==> src/rtl/synth_bus_pkg.sv <==
// synth_bus_pkg: shared types and constants for the synth parameter bus arbiter.
`default_nettype none

package synth_bus_pkg;

  localparam int DEFAULT_ADR_W = 7;
  localparam int SEL_W         = 5;

  localparam int SEL_ENV = 0;
  localparam int SEL_OSC = 1;
  localparam int SEL_M1  = 2;
  localparam int SEL_M2  = 3;
  localparam int SEL_COM = 4;

  typedef enum logic [2:0] {
    ST_IDLE   = 3'd0,
    ST_SETUP  = 3'd1,
    ST_STROBE = 3'd2,
    ST_WAIT   = 3'd3,
    ST_DONE   = 3'd4,
    ST_TURN   = 3'd5
  } state_t;

  // The address field width bounds the arbiter's ADR_W parameter.
  typedef struct packed {
    logic [DEFAULT_ADR_W-1:0] adr;
    logic [SEL_W-1:0]         sel;
    logic                     read;
    logic                     write;
    logic [7:0]               wdata;
  } cmd_t;

  // A command with both kinds set is a write.
  function automatic logic is_read_cmd(input cmd_t c);
    return c.read && !c.write;
  endfunction

endpackage

`default_nettype wire

==> src/rtl/synth_bus_arbiter.sv <==
// +--------------------------------------------------------------------------+
// | synth_bus_arbiter: request/grant arbiter for the synth parameter bus,     |
// | MIDI decoder vs CPU, sequenced single access. Option macro:              |
// | SYNTH_BUS_ARB_FAIRNESS_EN enables the CPU starvation override.           |
// | Revision: 1.0                                                            |
// +--------------------------------------------------------------------------+
`default_nettype none

module synth_bus_arbiter
  import synth_bus_pkg::*;
#(
  parameter int ADR_W       = DEFAULT_ADR_W,
  parameter int RD_LAT      = 2,
  parameter int HOLD_CYCLES = 5,
  parameter int STARVE_MAX  = 8
) (
  input  logic             CLOCK_25,
  input  logic             reset,
  input  logic             dec_req,
  input  logic [ADR_W-1:0] dec_adr,
  input  logic [4:0]       dec_sel,
  input  logic             dec_read,
  input  logic             dec_write,
  input  logic [7:0]       dec_wdata,
  output logic             dec_gnt,
  output logic             dec_done,
  input  logic             cpu_req,
  input  logic [ADR_W-1:0] cpu_adr,
  input  logic [4:0]       cpu_sel,
  input  logic             cpu_read,
  input  logic             cpu_write,
  input  logic [7:0]       cpu_wdata,
  output logic             cpu_gnt,
  output logic             cpu_done,
  output logic [7:0]       rdata,
  output logic [ADR_W-1:0] bus_adr,
  output logic [4:0]       bus_sel,
  output logic             bus_read,
  output logic             bus_write,
  output logic [7:0]       bus_wdata,
  input  logic [7:0]       bus_rdata,
  output logic             bus_busy
);

  localparam logic [3:0] WAIT_LOAD = 4'(RD_LAT - 2);
  localparam logic [3:0] HOLD_LOAD = 4'(HOLD_CYCLES - 1);

  state_t           state, state_next;
  cmd_t             cmd, cmd_next, dec_cmd, cpu_cmd;
  logic             win_cpu, win_cpu_next;
  logic [3:0]       cnt, cnt_next;
  logic             rdata_load;
  logic             cpu_wins;

  logic             gnt_d, dec_gnt_d, cpu_gnt_d, dec_done_d, cpu_done_d;
  logic             bus_read_d, bus_write_d, bus_busy_d;
  logic [ADR_W-1:0] bus_adr_d;
  logic [4:0]       bus_sel_d;
  logic [7:0]       bus_wdata_d;

  assign dec_cmd = '{adr: DEFAULT_ADR_W'(dec_adr), sel: dec_sel, read: dec_read,
                     write: dec_write, wdata: dec_wdata};
  assign cpu_cmd = '{adr: DEFAULT_ADR_W'(cpu_adr), sel: cpu_sel, read: cpu_read,
                     write: cpu_write, wdata: cpu_wdata};

`ifdef SYNTH_BUS_ARB_FAIRNESS_EN
  localparam int                  STARVE_W   = $clog2(STARVE_MAX + 1);
  localparam logic [STARVE_W-1:0] STARVE_TOP = STARVE_W'(STARVE_MAX);

  logic [STARVE_W-1:0] starve_cnt;

  assign cpu_wins = cpu_req && (!dec_req || (starve_cnt == STARVE_TOP));

  // Counts decoder wins that left a pending CPU request behind.
  always_ff @(posedge CLOCK_25) begin
    if (reset) begin
      starve_cnt <= '0;
    end else if ((state == ST_IDLE) && (dec_req || cpu_req)) begin
      if (cpu_wins || !cpu_req) begin
        starve_cnt <= '0;
      end else if (starve_cnt != STARVE_TOP) begin
        starve_cnt <= starve_cnt + STARVE_W'(1);
      end
    end
  end
`else
  assign cpu_wins = cpu_req && !dec_req;
`endif

  always_ff @(posedge CLOCK_25) begin
    if (reset) begin
      state     <= ST_IDLE;
      cmd       <= '0;
      win_cpu   <= 1'b0;
      cnt       <= '0;
      dec_gnt   <= 1'b0;
      cpu_gnt   <= 1'b0;
      dec_done  <= 1'b0;
      cpu_done  <= 1'b0;
      rdata     <= '0;
      bus_adr   <= '0;
      bus_sel   <= '0;
      bus_read  <= 1'b0;
      bus_write <= 1'b0;
      bus_wdata <= '0;
      bus_busy  <= 1'b0;
    end else begin
      state     <= state_next;
      cmd       <= cmd_next;
      win_cpu   <= win_cpu_next;
      cnt       <= cnt_next;
      dec_gnt   <= dec_gnt_d;
      cpu_gnt   <= cpu_gnt_d;
      dec_done  <= dec_done_d;
      cpu_done  <= cpu_done_d;
      bus_adr   <= bus_adr_d;
      bus_sel   <= bus_sel_d;
      bus_read  <= bus_read_d;
      bus_write <= bus_write_d;
      bus_wdata <= bus_wdata_d;
      bus_busy  <= bus_busy_d;
      if (rdata_load) begin
        rdata <= bus_rdata;
      end
    end
  end

  // One counter serves both the read wait and the turnaround hold.
  always_comb begin
    state_next   = state;
    cmd_next     = cmd;
    win_cpu_next = win_cpu;
    cnt_next     = cnt;
    rdata_load   = 1'b0;
    case (state)
      ST_IDLE: begin
        if (dec_req || cpu_req) begin
          state_next   = ST_SETUP;
          win_cpu_next = cpu_wins;
          cmd_next     = cpu_wins ? cpu_cmd : dec_cmd;
        end
      end
      ST_SETUP: state_next = ST_STROBE;
      ST_STROBE: begin
        if (is_read_cmd(cmd)) begin
          if (RD_LAT == 1) begin
            rdata_load = 1'b1;
            state_next = ST_DONE;
          end else begin
            cnt_next   = WAIT_LOAD;
            state_next = ST_WAIT;
          end
        end else begin
          state_next = ST_DONE;
        end
      end
      ST_WAIT: begin
        if (cnt == 4'd0) begin
          rdata_load = 1'b1;
          state_next = ST_DONE;
        end else begin
          cnt_next = cnt - 4'd1;
        end
      end
      ST_DONE: begin
        if (HOLD_CYCLES == 0) begin
          state_next = ST_IDLE;
        end else begin
          cnt_next   = HOLD_LOAD;
          state_next = ST_TURN;
        end
      end
      ST_TURN: begin
        if (cnt == 4'd0) begin
          state_next = ST_IDLE;
        end else begin
          cnt_next = cnt - 4'd1;
        end
      end
      default: state_next = ST_IDLE;
    endcase
  end

  // Outputs are decoded from the next state so every port comes from a flop.
  always_comb begin
    gnt_d       = (state_next == ST_SETUP) || (state_next == ST_STROBE) ||
                  (state_next == ST_WAIT)  || (state_next == ST_DONE);
    dec_gnt_d   = gnt_d && !win_cpu_next;
    cpu_gnt_d   = gnt_d && win_cpu_next;
    dec_done_d  = (state_next == ST_DONE) && !win_cpu_next;
    cpu_done_d  = (state_next == ST_DONE) && win_cpu_next;
    bus_sel_d   = gnt_d ? cmd_next.sel : 5'd0;
    bus_adr_d   = gnt_d ? ADR_W'(cmd_next.adr) : bus_adr;
    bus_wdata_d = gnt_d ? cmd_next.wdata : bus_wdata;
    bus_write_d = (state_next == ST_STROBE) && cmd_next.write;
    bus_read_d  = ((state_next == ST_STROBE) || (state_next == ST_WAIT)) &&
                  is_read_cmd(cmd_next);
    bus_busy_d  = (state_next != ST_IDLE);
  end

endmodule

`default_nettype wire
==> config.mk <==
export PLATFORM = sky130hd
export DESIGN_NAME = synth_bus_arbiter
export DESIGN_NICKNAME = d
export VERILOG_FILES = /design/src/rtl/synth_bus_pkg.sv /design/src/rtl/synth_bus_arbiter.sv
export SDC_FILE = /design/constraint.sdc
export NUM_CORES = 1
export LEC_CHECK = 0
export CAP_MARGIN = 30
export CORE_ASPECT_RATIO = 1.2
export CORE_UTILIZATION = 25
export DETAILED_ROUTE_END_ITERATION = 8
export PLACE_DENSITY = 0.55
export SYNTH_ARGS = -nofsm -noshare
export SYNTH_HDL_FRONTEND = slang
export SYNTH_SLANG_ARGS = --single-unit
==> constraint.sdc <==
create_clock -name CLOCK_25 -period 2 [get_ports CLOCK_25]
set_input_delay 0.4 -clock CLOCK_25 [delete_from_list [all_inputs] [get_ports CLOCK_25]]
set_output_delay 0.4 -clock CLOCK_25 [all_outputs]
set_load 0.01 [all_outputs]
==> impl_results.md, run 1 <==
* Fraction of final layout cells sized beyond drive strength 1 at 0.1635
* Via count at 2322
* Final worst path period need at 1.714 ns
* Violation count after the first detailed-routing iteration at 91
* Fin Setup TNS at 0 ns
* Quantity of hold-fixing buffers added after cts at 0
* Failing checks: DRC
* Average routed wire per standard cell at 14.46 µm
* Fraction of met2 tracks used by global routing at 0.2270
* RSZ-0062 raised after global routing: no
* Worst setup EP type: flip-flop
* Length of the first detailed-routing pass in iterations at 6
* Dpl ws at 0.05874 ns
* I/O pins at 91
* Largest net degree at the start of global routing at 31
* Netlist Area Pre-Place at 2754 µm²
* Number of warnings reported in the yosys synthesis log at 0
* GR Overflow Total at 0
* Number of antenna cells inserted at 0
* Total core area at 10620 µm²
* Final Worst Setup Slack at 0.2856 ns
* Number of global-route vias before repair at 2368
* Post-Route WL at 7.258 mm
* CP cell instances: nor3_4 > and3b_4 > buf_12 > a221oi_2 > a211oi_1
* Clk Latency, worst-skew pair at 0.33 ns
* WHS at 0.4553 ns
* Die ar. at 11440 µm²
* Post-synthesis async set-or-reset flop share at 0
* Highest cell delay on the worst timing path at 0.40 ns
* Final setup fails at 0
* Clock sink count at 65
* Gpl congestion at 0.7081
* Run status: finished, violations left
* Critical Path Fanout Max at 12
* Post-synthesis area per instance at 10.01 µm²
* Clock tree from TritonCTS: yes
* Worst Hold Class: flip-flop to flip-flop
* Busiest layer in global routing: met2
* Standard-cell row count at 41
* Number of different library cells in the post-synthesis netlist at 44
* Number of instances resized during post-cts repair at 0
* Met3 routing resource usage after global routing at 0.03207
* Power density cells at 1050 nW/µm²
* # DRC at 14
* Die width at 97.81 µm
* Yosys reg bits at 65
* Worst Max-Slew Pin Slew at 0.4314 ns
* Initial Utilization at 0.2593
* Number of antenna violations at the first check in global routing at 0
* Fin Clk Skew at 0.006138 ns
* Required arrival time at the worst endpoint at 2.23 ns
* Launching element type of the critical path: flip-flop
* Vias per cell at 4.625
* Maximum clock frequency at 0.5833 GHz
* Period utilisation layout at 0.8572
* Register area share after synthesis at 0.4725
* Count of mapped cells out of synthesis at 275
* Clock root buffer master: sky130_fd_sc_hd__clkbuf_16
* Clock buffer depth at 2
* Net count of the mapped netlist at 332
* Worst Path Arrival at 1.94 ns
* EDFF count, synth at 0
* Max VDD drop at 0.4155 mV
* Maximum level of the CTS H-tree at 3
* Sum of net half-perimeters after detailed placement at 5.294 mm
* Global-route usage over all layers at 0.1328
* Post-CTS setup buffer count at 0
* Max-cap check violation count at 0
* Number of hold violations in the final report at 0
* Primary flip-flop cell chosen by synthesis mapping: sky130_fd_sc_hd__dfxtp_1
* Die Y-Extent at 117.0 µm
* Met1 Resource Use GR at 0.1585
* Pins over their slew limit at 0
* P&R area growth vs syn at 49.93%
* Total power at 4.337 mW
* Rel. slew slack at 0.7085
* Count of input and output buffers at 90
* Clock slew at reported path FFs at 0.06 ns
* First-pass GRT wire length at 11.65 mm
* Fill cell instance count of the final layout at 1070
* Worst setup path class: flip-flop to flip-flop
* Cell type of the slowest stage on the worst timing path: sky130_fd_sc_hd__nor3_4
* Nets at 425
* Antenna-violating nets left at 0
* TritonCTS buffer count at 9
* Leakage power summed over all cells at 1.586 nW
==> state kept, by name, summed over array words and instances, names as in the netlist <==
register   flops
cnt            4
bus_write      1
bus_adr        7
bus_wdata      8
bus_sel        5
bus_busy       1
cmd           22
cpu_gnt        1
dec_gnt        1
dec_done       1
rdata          8
state          3
bus_read       1
win_cpu        1
cpu_done       1
==> path summary, 6_finish.rpt <==
kind	depth (start not counted)	slack (ns)	startpoint	endpoint
setup / recovery	5	0.29	state[1]	bus_wdata[3]
hold reg to reg	2	0.46	rdata[7]	rdata[7]
hold / removal	2	0.46	rdata[7]	rdata[7]
setup reg to reg	5	0.29	state[1]	bus_wdata[3]
==> stage by stage <==
stage            util  std cells  cell area (µm²)
2_1_floorplan       -        275             2754
3_3_place_gp   0.3598        486             3821
3_5_place_dp   0.3598        486             3821
4_1_cts        0.3888        502             4129
5_1_grt        0.3888        502             4129
6_report       0.3888        502             4129
==> layout by cell type (no fill, tap or decap), types with 9 or more instances in the layout <==
master / n
sky130_fd_sc_hd__clkdlybuf4s50_1: 89
sky130_fd_sc_hd__dfxtp_1: 65
sky130_fd_sc_hd__nor2_1: 42
sky130_fd_sc_hd__and3_1: 22
sky130_fd_sc_hd__a221oi_2: 18
sky130_fd_sc_hd__a21oi_1: 17
sky130_fd_sc_hd__a211oi_1: 15
sky130_fd_sc_hd__nand2_1: 13
sky130_fd_sc_hd__buf_4: 12
sky130_fd_sc_hd__nor3_1: 9
sky130_fd_sc_hd__nand3_1: 9
sky130_fd_sc_hd__clkbuf_16: 9
==> Yosys cell counts, types with 2 or more instances <==
cell	n	area, µm²
sky130_fd_sc_hd__a211oi_1	15	112.6
sky130_fd_sc_hd__a21bo_2	2	20.02
sky130_fd_sc_hd__a21o_1	2	15.01
sky130_fd_sc_hd__a21oi_1	18	90.09
sky130_fd_sc_hd__a221oi_2	18	270.3
sky130_fd_sc_hd__a221oi_4	2	52.55
sky130_fd_sc_hd__and3_1	22	137.6
sky130_fd_sc_hd__buf_2	2	10.01
sky130_fd_sc_hd__buf_6	6	67.56
sky130_fd_sc_hd__clkbuf_1	12	45.04
sky130_fd_sc_hd__dfxtp_1	65	1301
sky130_fd_sc_hd__inv_1	3	11.26
sky130_fd_sc_hd__nand2_1	13	48.80
sky130_fd_sc_hd__nand3_1	9	45.04
sky130_fd_sc_hd__nor2_1	42	157.7
sky130_fd_sc_hd__nor2b_1	4	25.02
sky130_fd_sc_hd__nor3_1	9	45.04
sky130_fd_sc_hd__nor3_2	2	20.02
sky130_fd_sc_hd__nor3b_1	2	15.01
sky130_fd_sc_hd__o21ai_0	2	10.01
sky130_fd_sc_hd__xnor2_1	2	17.52
==> layout make-up <==
type,instances,area [µm²],area share
Inverter,3,11.26,0.002727
Clock buffer,12,256.5,0.06212
Sequential cell,65,1301,0.3152
Multi-Input combinational cell,183,1281,0.3103
Tap cell,129,161.4,0.03909
Timing Repair Buffer,106,1066,0.2582
Clock inverter,4,51.30,0.01242
==> logic make-up after synthesis <==
group	synth area share
AO/OA/AOI/OAI	0.2422
XOR/XNOR	0.006362
adder cells (fa/ha/maj)	0.004543
buffers and inverters	0.06587
flip-flops	0.4725
AND/OR/NAND/NOR	0.2085
==> report_power, final <==
group	internal, mW	total [mW]	leakage, nW	switching (mW)
Clock	1.03	1.59	0.149	0.559
Sequential	1.47	1.56	0.533	0.0956
Combinational	0.607	1.18	0.904	0.576
==> worst max-delay path, delay by kind of cell, from the launching register on <==
family	cells	cell delay, ns
AND/OR/NAND/NOR	2	0.71
flip-flops	1	0.39
AO/OA/AOI/OAI	2	0.34
buffers and inverters	1	0.17
==> metal layers <==
| metal | share of wire | vias up |
|---|---|---|
| met5 | 0 | - |
| met4 | 0.014 | 0 |
| met3 | 0.064 | 7 |
| met2 | 0.47 | 69 |
| met1 | 0.45 | 1056 |
| li1 | - | 1190 |
No activity file was read; power rests on OpenSTA's default activity.
==> inputs of run 2 (changes only) <==
==> constraint.sdc (replaced) <==
create_clock -name CLOCK_25 -period 2.2 [get_ports CLOCK_25]
set_input_delay 0.44 -clock CLOCK_25 [delete_from_list [all_inputs] [get_ports CLOCK_25]]
set_output_delay 0.44 -clock CLOCK_25 [all_outputs]
set_load 0.01 [all_outputs]
==> impl_results.md, run 2 (synthesis gave the netlist of run 1 again) <==
* Run status: finished, violations left (unchanged)
* Failing checks: DRC (unchanged)
* Cell type of the slowest stage on the worst timing path: sky130_fd_sc_hd__and3b_4 (was sky130_fd_sc_hd__nor3_4)
* Worst Hold Class: flip-flop to flip-flop (unchanged)
* Length of the first detailed-routing pass in iterations at 6 (unchanged)
* GR Overflow Total at 0 (unchanged)
* Worst Max-Slew Pin Slew at 0.4950 ns (was 0.4314 ns)
* Dpl ws at 0.1446 ns (was 0.05874 ns)
* Multi-input logic area at 1281 µm² (unchanged)
* Number of hold violations in the final report at 0 (unchanged)
* Clock buffer depth at 2 (unchanged)
* Clock sink count at 65 (unchanged)
* Period utilisation layout at 0.8111 (was 0.8572)
* Setup slack on the worst flop-to-flop path at 0.42 ns (was 0.29 ns)
* Final setup fails at 0 (unchanged)
* Via count at 2273 (was 2322)
* Antenna-violating nets left at 0 (unchanged)
* Number of global-route vias before repair at 2244 (was 2368)
* Startpoint of the worst hold path: rdata[5] (was rdata[7])
* Post-CTS setup buffer count at 0 (unchanged)
* Fin Clk Skew at 0.005522 ns (was 0.006138 ns)
* Number of antenna violations at the first check in global routing at 0 (unchanged)
* Maximum clock frequency at 0.5604 GHz (was 0.5833 GHz)
* Logic depth of the worst register-to-register path at 4 (was 5)
* Final worst path period need at 1.785 ns (was 1.714 ns)
* Number of instances resized during post-cts repair at 0 (unchanged)
* Total core area at 10620 µm² (unchanged)
* P&R area growth vs syn at 47.80% (was 49.93%)
* Clock root buffer master: sky130_fd_sc_hd__clkbuf_16 (unchanged)
* Quantity of hold-fixing buffers added after cts at 0 (unchanged)
* Register name with the most flops: cmd (unchanged)
* Global-route usage over all layers at 0.1277 (was 0.1328)
* Die width at 97.81 µm (unchanged)
* Largest net degree at the start of global routing at 31 (unchanged)
* TritonCTS buffer count at 9 (unchanged)
* Vias per cell at 4.583 (was 4.625)
* Endpoint, Worst Hold: rdata[5] (was rdata[7])
* Launching point of the worst reg2reg path: state[2] (was state[1])
* Required arrival time at the worst endpoint at 2.44 ns (was 2.23 ns)
* Launching element type of the critical path: flip-flop (unchanged)
* Leakage power summed over all cells at 1.555 nW (was 1.586 nW)
* Fill cell instance count of the final layout at 1059 (was 1070)
* Count of input and output buffers at 90 (unchanged)
* Gpl congestion at 0.7569 (was 0.7081)
* Final Worst Setup Slack at 0.4155 ns (was 0.2856 ns)
* Power density cells at 973.6 nW/µm² (was 1050 nW/µm²)
* Clock tree from TritonCTS: yes (unchanged)
* Share of the core filled with cells in the final layout at 0.3833 (was 0.3888)
* Critical R2R Capture: bus_write (was bus_wdata[3])
* Pins over their slew limit at 0 (unchanged)
* Standard-cell row count at 41 (unchanged)
* Cell depth of the worst hold path at 2 (unchanged)
* Highest cell delay on the worst timing path at 0.57 ns (was 0.40 ns)
* Violation count after the first detailed-routing iteration at 86 (was 91)
* Nets at 420 (was 425)
* Average routed wire per standard cell at 14.17 µm (was 14.46 µm)
* Number of antenna cells inserted at 0 (unchanged)
* Cell family with the largest share of critical-path delay: simple AND/OR/NAND/NOR gates (unchanged)
* Most common library cell in the layout ignoring fill and taps: sky130_fd_sc_hd__clkdlybuf4s50_1 (unchanged)
* Sum of net half-perimeters after detailed placement at 5.062 mm (was 5.294 mm)
* Worst setup path class: flip-flop to flip-flop (unchanged)
* Initial Utilization at 0.2593 (unchanged)
* Footprint of the flip-flops and latches at 1301 µm² (unchanged)
* WHS at 0.4555 ns (was 0.4553 ns)
* Die ar. at 11440 µm² (unchanged)
* Max-cap check violation count at 0 (unchanged)
* Maximum level of the CTS H-tree at 3 (unchanged)
* Biggest regs: cmd: 22 flops, bus_wdata: 8 flops, rdata: 8 flops (unchanged)
* Flip-flop count of the largest register, all copies and words added at 22 (unchanged)
* Worst setup EP type: flip-flop (unchanged)
* Rel. slew slack at 0.6700 (was 0.7085)
* Worst Path Arrival at 2.02 ns (was 1.94 ns)
* Fraction of final layout cells sized beyond drive strength 1 at 0.1471 (was 0.1635)
* Crit path buffers/inverters at 0 (was 1)
* CP cell instances: nor3_4 > and3b_4 > a221oi_4 > nor4b_2 (was nor3_4 > and3b_4 > buf_12 > a221oi_2 > a211oi_1)
* RSZ-0062 raised after global routing: no (unchanged)
* Commonest cells after routing, fill and taps aside: sky130_fd_sc_hd__clkdlybuf4s50_1 (89), sky130_fd_sc_hd__dfxtp_1 (65), sky130_fd_sc_hd__nor2_1 (42), sky130_fd_sc_hd__and3_1 (22), sky130_fd_sc_hd__a221oi_2 (18) (unchanged)
* First-pass GRT wire length at 11.05 mm (was 11.65 mm)
* Post-Route WL at 7.027 mm (was 7.258 mm)
* Clock slew at reported path FFs at 0.05 ns (was 0.06 ns)
* Die Y-Extent at 117.0 µm (unchanged)
* Clk Latency, worst-skew pair at 0.33 ns (about the same)
* # DRC at 14 (unchanged)
* Max VDD drop at 0.3871 mV (was 0.4155 mV)
* I/O pins at 91 (unchanged)
* Critical Path Fanout Max at 21 (was 12)
* Fin Setup TNS at 0 ns (unchanged)
==> run 2: changes by cell type in the layout (fill, tap and decap cells not counted), sizes merged <==
cell / previous run / this run
bufinv: 1 / 2
buf: 17 / 12
clkinv: 2 / 1
clkinvlp: 1 / 0
==> run 2: how the worst max path moves through the flow <==
stage	to	cells after the start	from	slack [ns]
after global routing	bus_wdata[4]	4	state[2]	0.31
after floorplan	bus_read	5	dec_req	0.67
after detailed placement	bus_read	6	dec_req	0.14
after CTS	bus_write	4	state[2]	0.40
after global placement	bus_read	6	dec_req	0.15
final	bus_write	4	state[2]	0.42
==> run 2: cell type report <==
| cell class | count | area share |
|---|---|---|
| clock buffer | 12 | 0.06056 |
| tap | 129 | 0.03966 |
| sequential | 65 | 0.3197 |
| timing repair buffer | 101 | 0.2465 |
| inverter | 3 | 0.002767 |
| clock inverter | 3 | 0.01599 |
| multi-input combinational | 183 | 0.3148 |
==> run 2: layer usage <==
layer  wire length, µm  global-route usage
met1              3322              0.1611
met2              3130              0.2024
met3               433             0.03266
met4               141             0.06768
met5                 0                   0
==> run 2: worst min-delay path, cell delays in order, from the launching register on <==
cell and delay, ns:
sky130_fd_sc_hd__dfxtp_1 0.30, sky130_fd_sc_hd__nand2_1 0.05, sky130_fd_sc_hd__a21oi_1 0.05
==> run 2: stage by stage <==
stage,instances,power (mW),instance area (µm²)
2_1_floorplan,275,2.092,2754
3_3_place_gp,481,2.473,3759
3_5_place_dp,481,2.487,3759
4_1_cts,496,4.011,4070
5_1_grt,496,4.171,4070
6_report,496,3.963,4070
==> run 2: report_power, final <==
group          internal [mW]  switching (mW)
sequential              1.33          0.0995
clock                   1.01           0.491
combinational          0.522           0.501
==> inputs of run 3 (changes only) <==
--- a/config.mk
+++ b/config.mk
@@ -9,7 +9,7 @@
 export CORE_ASPECT_RATIO = 1.2
 export CORE_UTILIZATION = 25
 export DETAILED_ROUTE_END_ITERATION = 8
-export PLACE_DENSITY = 0.55
+export PLACE_DENSITY = 0.57
 export SYNTH_ARGS = -nofsm -noshare
 export SYNTH_HDL_FRONTEND = slang
 export SYNTH_SLANG_ARGS = --single-unit
==> constraint.sdc (replaced) <==
create_clock -name CLOCK_25 -period 1.47 [get_ports CLOCK_25]
set_input_delay 0.294 -clock CLOCK_25 [delete_from_list [all_inputs] [get_ports CLOCK_25]]
set_output_delay 0.294 -clock CLOCK_25 [all_outputs]
set_load 0.01 [all_outputs]
==> impl_results.md, run 3 (synthesis gave the netlist of run 1 again) <==
* TritonCTS buffer count at 9 (unchanged)
* Gpl congestion at 0.7582 (was 0.7569)
* Highest cell delay on the worst timing path at 0.33 ns (was 0.57 ns)
* Most common library cell in the layout ignoring fill and taps: sky130_fd_sc_hd__dfxtp_1 (was sky130_fd_sc_hd__clkdlybuf4s50_1)
* Worst setup path class: flip-flop to flip-flop (unchanged)
* Setup slack on the worst flop-to-flop path at -0.05 ns (was 0.42 ns)
* Flip-flop count of the largest register, all copies and words added at 22 (unchanged)
* Sum of net half-perimeters after detailed placement at 5.383 mm (was 5.062 mm)
* Leakage power summed over all cells at 1.936 nW (was 1.555 nW)
* GR Overflow Total at 0 (unchanged)
* Share of the core filled with cells in the final layout at 0.4330 (was 0.3833)
* Maximum level of the CTS H-tree at 3 (unchanged)
* Footprint of the flip-flops and latches at 1304 µm² (was 1301 µm²)
* Clock group share of total power at 0.353 (was 0.380)
* Worst Path Arrival at 1.76 ns (was 2.02 ns)
* Cell type of the slowest stage on the worst timing path: sky130_fd_sc_hd__dfxtp_2 (was sky130_fd_sc_hd__and3b_4)
* Startpoint of the worst hold path: reset (was rdata[5])
* Failing checks: DRC, setup timing (was DRC)
* Total core area at 10620 µm² (unchanged)
* Worst Max-Slew Pin Slew at 0.3155 ns (was 0.4950 ns)
* WHS at 0.3161 ns (was 0.4555 ns)
* # DRC at 12 (was 14)
* Clock buffer depth at 2 (unchanged)
* Commonest cells after routing, fill and taps aside: sky130_fd_sc_hd__dfxtp_1 (63), sky130_fd_sc_hd__clkdlybuf4s50_1 (53), sky130_fd_sc_hd__nor2_1 (42), sky130_fd_sc_hd__dlygate4sd2_1 (34), sky130_fd_sc_hd__buf_4 (25) (was sky130_fd_sc_hd__clkdlybuf4s50_1 (89), sky130_fd_sc_hd__dfxtp_1 (65), sky130_fd_sc_hd__nor2_1 (42), sky130_fd_sc_hd__and3_1 (22), sky130_fd_sc_hd__a221oi_2 (18))
* Average routed wire per standard cell at 14.40 µm (was 14.17 µm)
* Clk Latency, worst-skew pair at 0.32 ns (was 0.33 ns)
* Proportion of power drawn by flip-flops and latches at 0.333 (was 0.362)
* Initial Utilization at 0.2593 (unchanged)
* Launching point of the worst reg2reg path: state[0] (was state[2])
* CP cell instances: nor3_4 > and3b_4 > buf_12 > a221oi_4 > a211oi_1 (was nor3_4 > and3b_4 > a221oi_4 > nor4b_2)
* Clock slew at reported path FFs at 0.05 ns (about the same)
* Number of global-route vias before repair at 2446 (was 2244)
* Standard-cell row count at 41 (unchanged)
* Antenna-violating nets left at 0 (unchanged)
* Worst Hold Class: input port to flip-flop (was flip-flop to flip-flop)
* I/O pins at 91 (unchanged)
* Final setup fails at 14 (was 0)
* P&R area growth vs syn at 66.97% (was 47.80%)
* RSZ-0062 raised after global routing: yes (was no)
* Register name with the most flops: cmd (unchanged)
* Die ar. at 11440 µm² (unchanged)
* Number of antenna cells inserted at 0 (unchanged)
* Net Switching at 1.820 mW (was 1.091 mW)
* Number of hold violations in the final report at 0 (unchanged)
* Run status: finished, violations left (unchanged)
* Max-cap check violation count at 0 (unchanged)
* Cell Count, Final, Fillers Out at 522 (was 496)
* Critical Path Fanout Max at 8 (was 21)
* Die Y-Extent at 117.0 µm (unchanged)
* Clock root buffer master: sky130_fd_sc_hd__clkbuf_16 (unchanged)
* Rel. slew slack at 0.7897 (was 0.6700)
* Nets at 447 (was 420)
* Final Worst Setup Slack at -0.05257 ns (was 0.4155 ns)
* Period utilisation layout at 1.036 (was 0.8111)
* Global-route usage over all layers at 0.1314 (was 0.1277)
* Length of the first detailed-routing pass in iterations at 6 (unchanged)
* Die width at 97.81 µm (unchanged)
* Clock tree from TritonCTS: yes (unchanged)
* Max VDD drop at 0.6645 mV (was 0.3871 mV)
* Biggest regs: cmd: 22 flops, bus_wdata: 8 flops, rdata: 8 flops (unchanged)
* Endpoint, Worst Hold: cmd[8] (was rdata[5])
* Post-Route WL at 7.516 mm (was 7.027 mm)
* First-pass GRT wire length at 11.71 mm (was 11.05 mm)
* Critical R2R Capture: bus_wdata[3] (was bus_write)
* Dpl ws at -0.3605 ns (was 0.1446 ns)
* Relative contribution of combinational cells to total power at 0.313 (was 0.258)
* Sw frac at 0.2830 (was 0.2754)
* Fraction of final layout cells sized beyond drive strength 1 at 0.2595 (was 0.1471)
* Crit path buffers/inverters at 1 (was 0)
* Cell depth of the worst hold path at 2 (unchanged)
* Largest net degree at the start of global routing at 29 (was 31)
* Cell family with the largest share of critical-path delay: simple AND/OR/NAND/NOR gates (unchanged)
* Fill cell instance count of the final layout at 1005 (was 1059)
* Multi-input logic area at 1556 µm² (was 1281 µm²)
* Vias per cell at 4.762 (was 4.583)
* Cell-internal power at 4.612 mW (was 2.871 mW)
* Final worst path period need at 1.523 ns (was 1.785 ns)
* Via count at 2486 (was 2273)
* Count of input and output buffers at 90 (unchanged)
* Logic depth of the worst register-to-register path at 5 (was 4)
* Maximum clock frequency at 0.6568 GHz (was 0.5604 GHz)
* Pins over their slew limit at 0 (unchanged)
* Power density cells at 1399 nW/µm² (was 973.6 nW/µm²)
* Launching element type of the critical path: flip-flop (unchanged)
* Fin Clk Skew at 0.004591 ns (was 0.005522 ns)
* Number of antenna violations at the first check in global routing at 0 (unchanged)
* Clock sink count at 65 (unchanged)
* Cell Count Post-Placement at 497 (was 481)
* Violation count after the first detailed-routing iteration at 92 (was 86)
* Required arrival time at the worst endpoint at 1.70 ns (was 2.44 ns)
* Worst setup EP type: flip-flop (unchanged)
run 3: power groups by stage:
stage | Combinational, mW | Sequential, mW | Clock, mW
5_1_grt | 2.19 | 2.17 | 2.40
6_report | 2.01 | 2.15 | 2.27
3_5_place_dp | 1.63 | 2.16 | 0
3_3_place_gp | 1.61 | 2.15 | 0
2_1_floorplan | 0.940 | 2.20 | 0
4_1_cts | 1.78 | 2.13 | 2.33
run 3: worst max-delay path by stage:
stage | cells after the start | slack (ns) | end | startpoint
floorplan | 7 | 0.02 | bus_adr[0] | state[2]
global placement | 5 | -0.33 | bus_read | dec_req
detailed placement | 5 | -0.36 | bus_read | dec_req
CTS | 6 | -0.04 | bus_adr[0] | state[0]
global route | 7 | -0.14 | bus_adr[0] | state[0]
finish | 5 | -0.05 | bus_wdata[3] | state[0]
run 3: area by class of cell:
class,count,area share
repair buffers,128,0.2713
clock buffers,11,0.05497
flip-flops and latches,65,0.2835
inverters,3,0.002449
multi-input cells,183,0.3385
clock inverters,3,0.01415
well taps,129,0.03510
run 3: worst register-to-register path, cell delays in order (launching register included):
cell                       delay [ns]
sky130_fd_sc_hd__dfxtp_2         0.33
sky130_fd_sc_hd__nor3_4          0.27
sky130_fd_sc_hd__and3b_4         0.32
sky130_fd_sc_hd__buf_12          0.18
sky130_fd_sc_hd__a221oi_4        0.09
sky130_fd_sc_hd__a211oi_1        0.24
run 3: routing by layer:
layer / up-vias / track usage / routed length, µm
li1: 1245 / - / -
met1: 1159 / 0.1554 / 3258
met2: 72 / 0.2260 / 3693
met3: 10 / 0.04394 / 474
met4: 0 / 0.04343 / 89
met5: - / 0 / 0
run 3: timing repair:
action                     4_1_cts  5_1_grt
hold buffers                     0        0
resized for setup               55       33
cloned                           1        0
setup endpoints to repair       56       56
pin swaps                        9       11
buffers inserted                 5        5
run 3: stage by stage:
step	power, mW	instance area [µm²]	TNS [ns]
after floorplan	3.138	2760	0
after global placement	3.761	3879	-13.26
after detailed placement	3.784	3879	-14.49
after CTS	6.238	4350	-0.2389
after global routing	6.762	4598	-2.919
final	6.433	4598	-0.3775
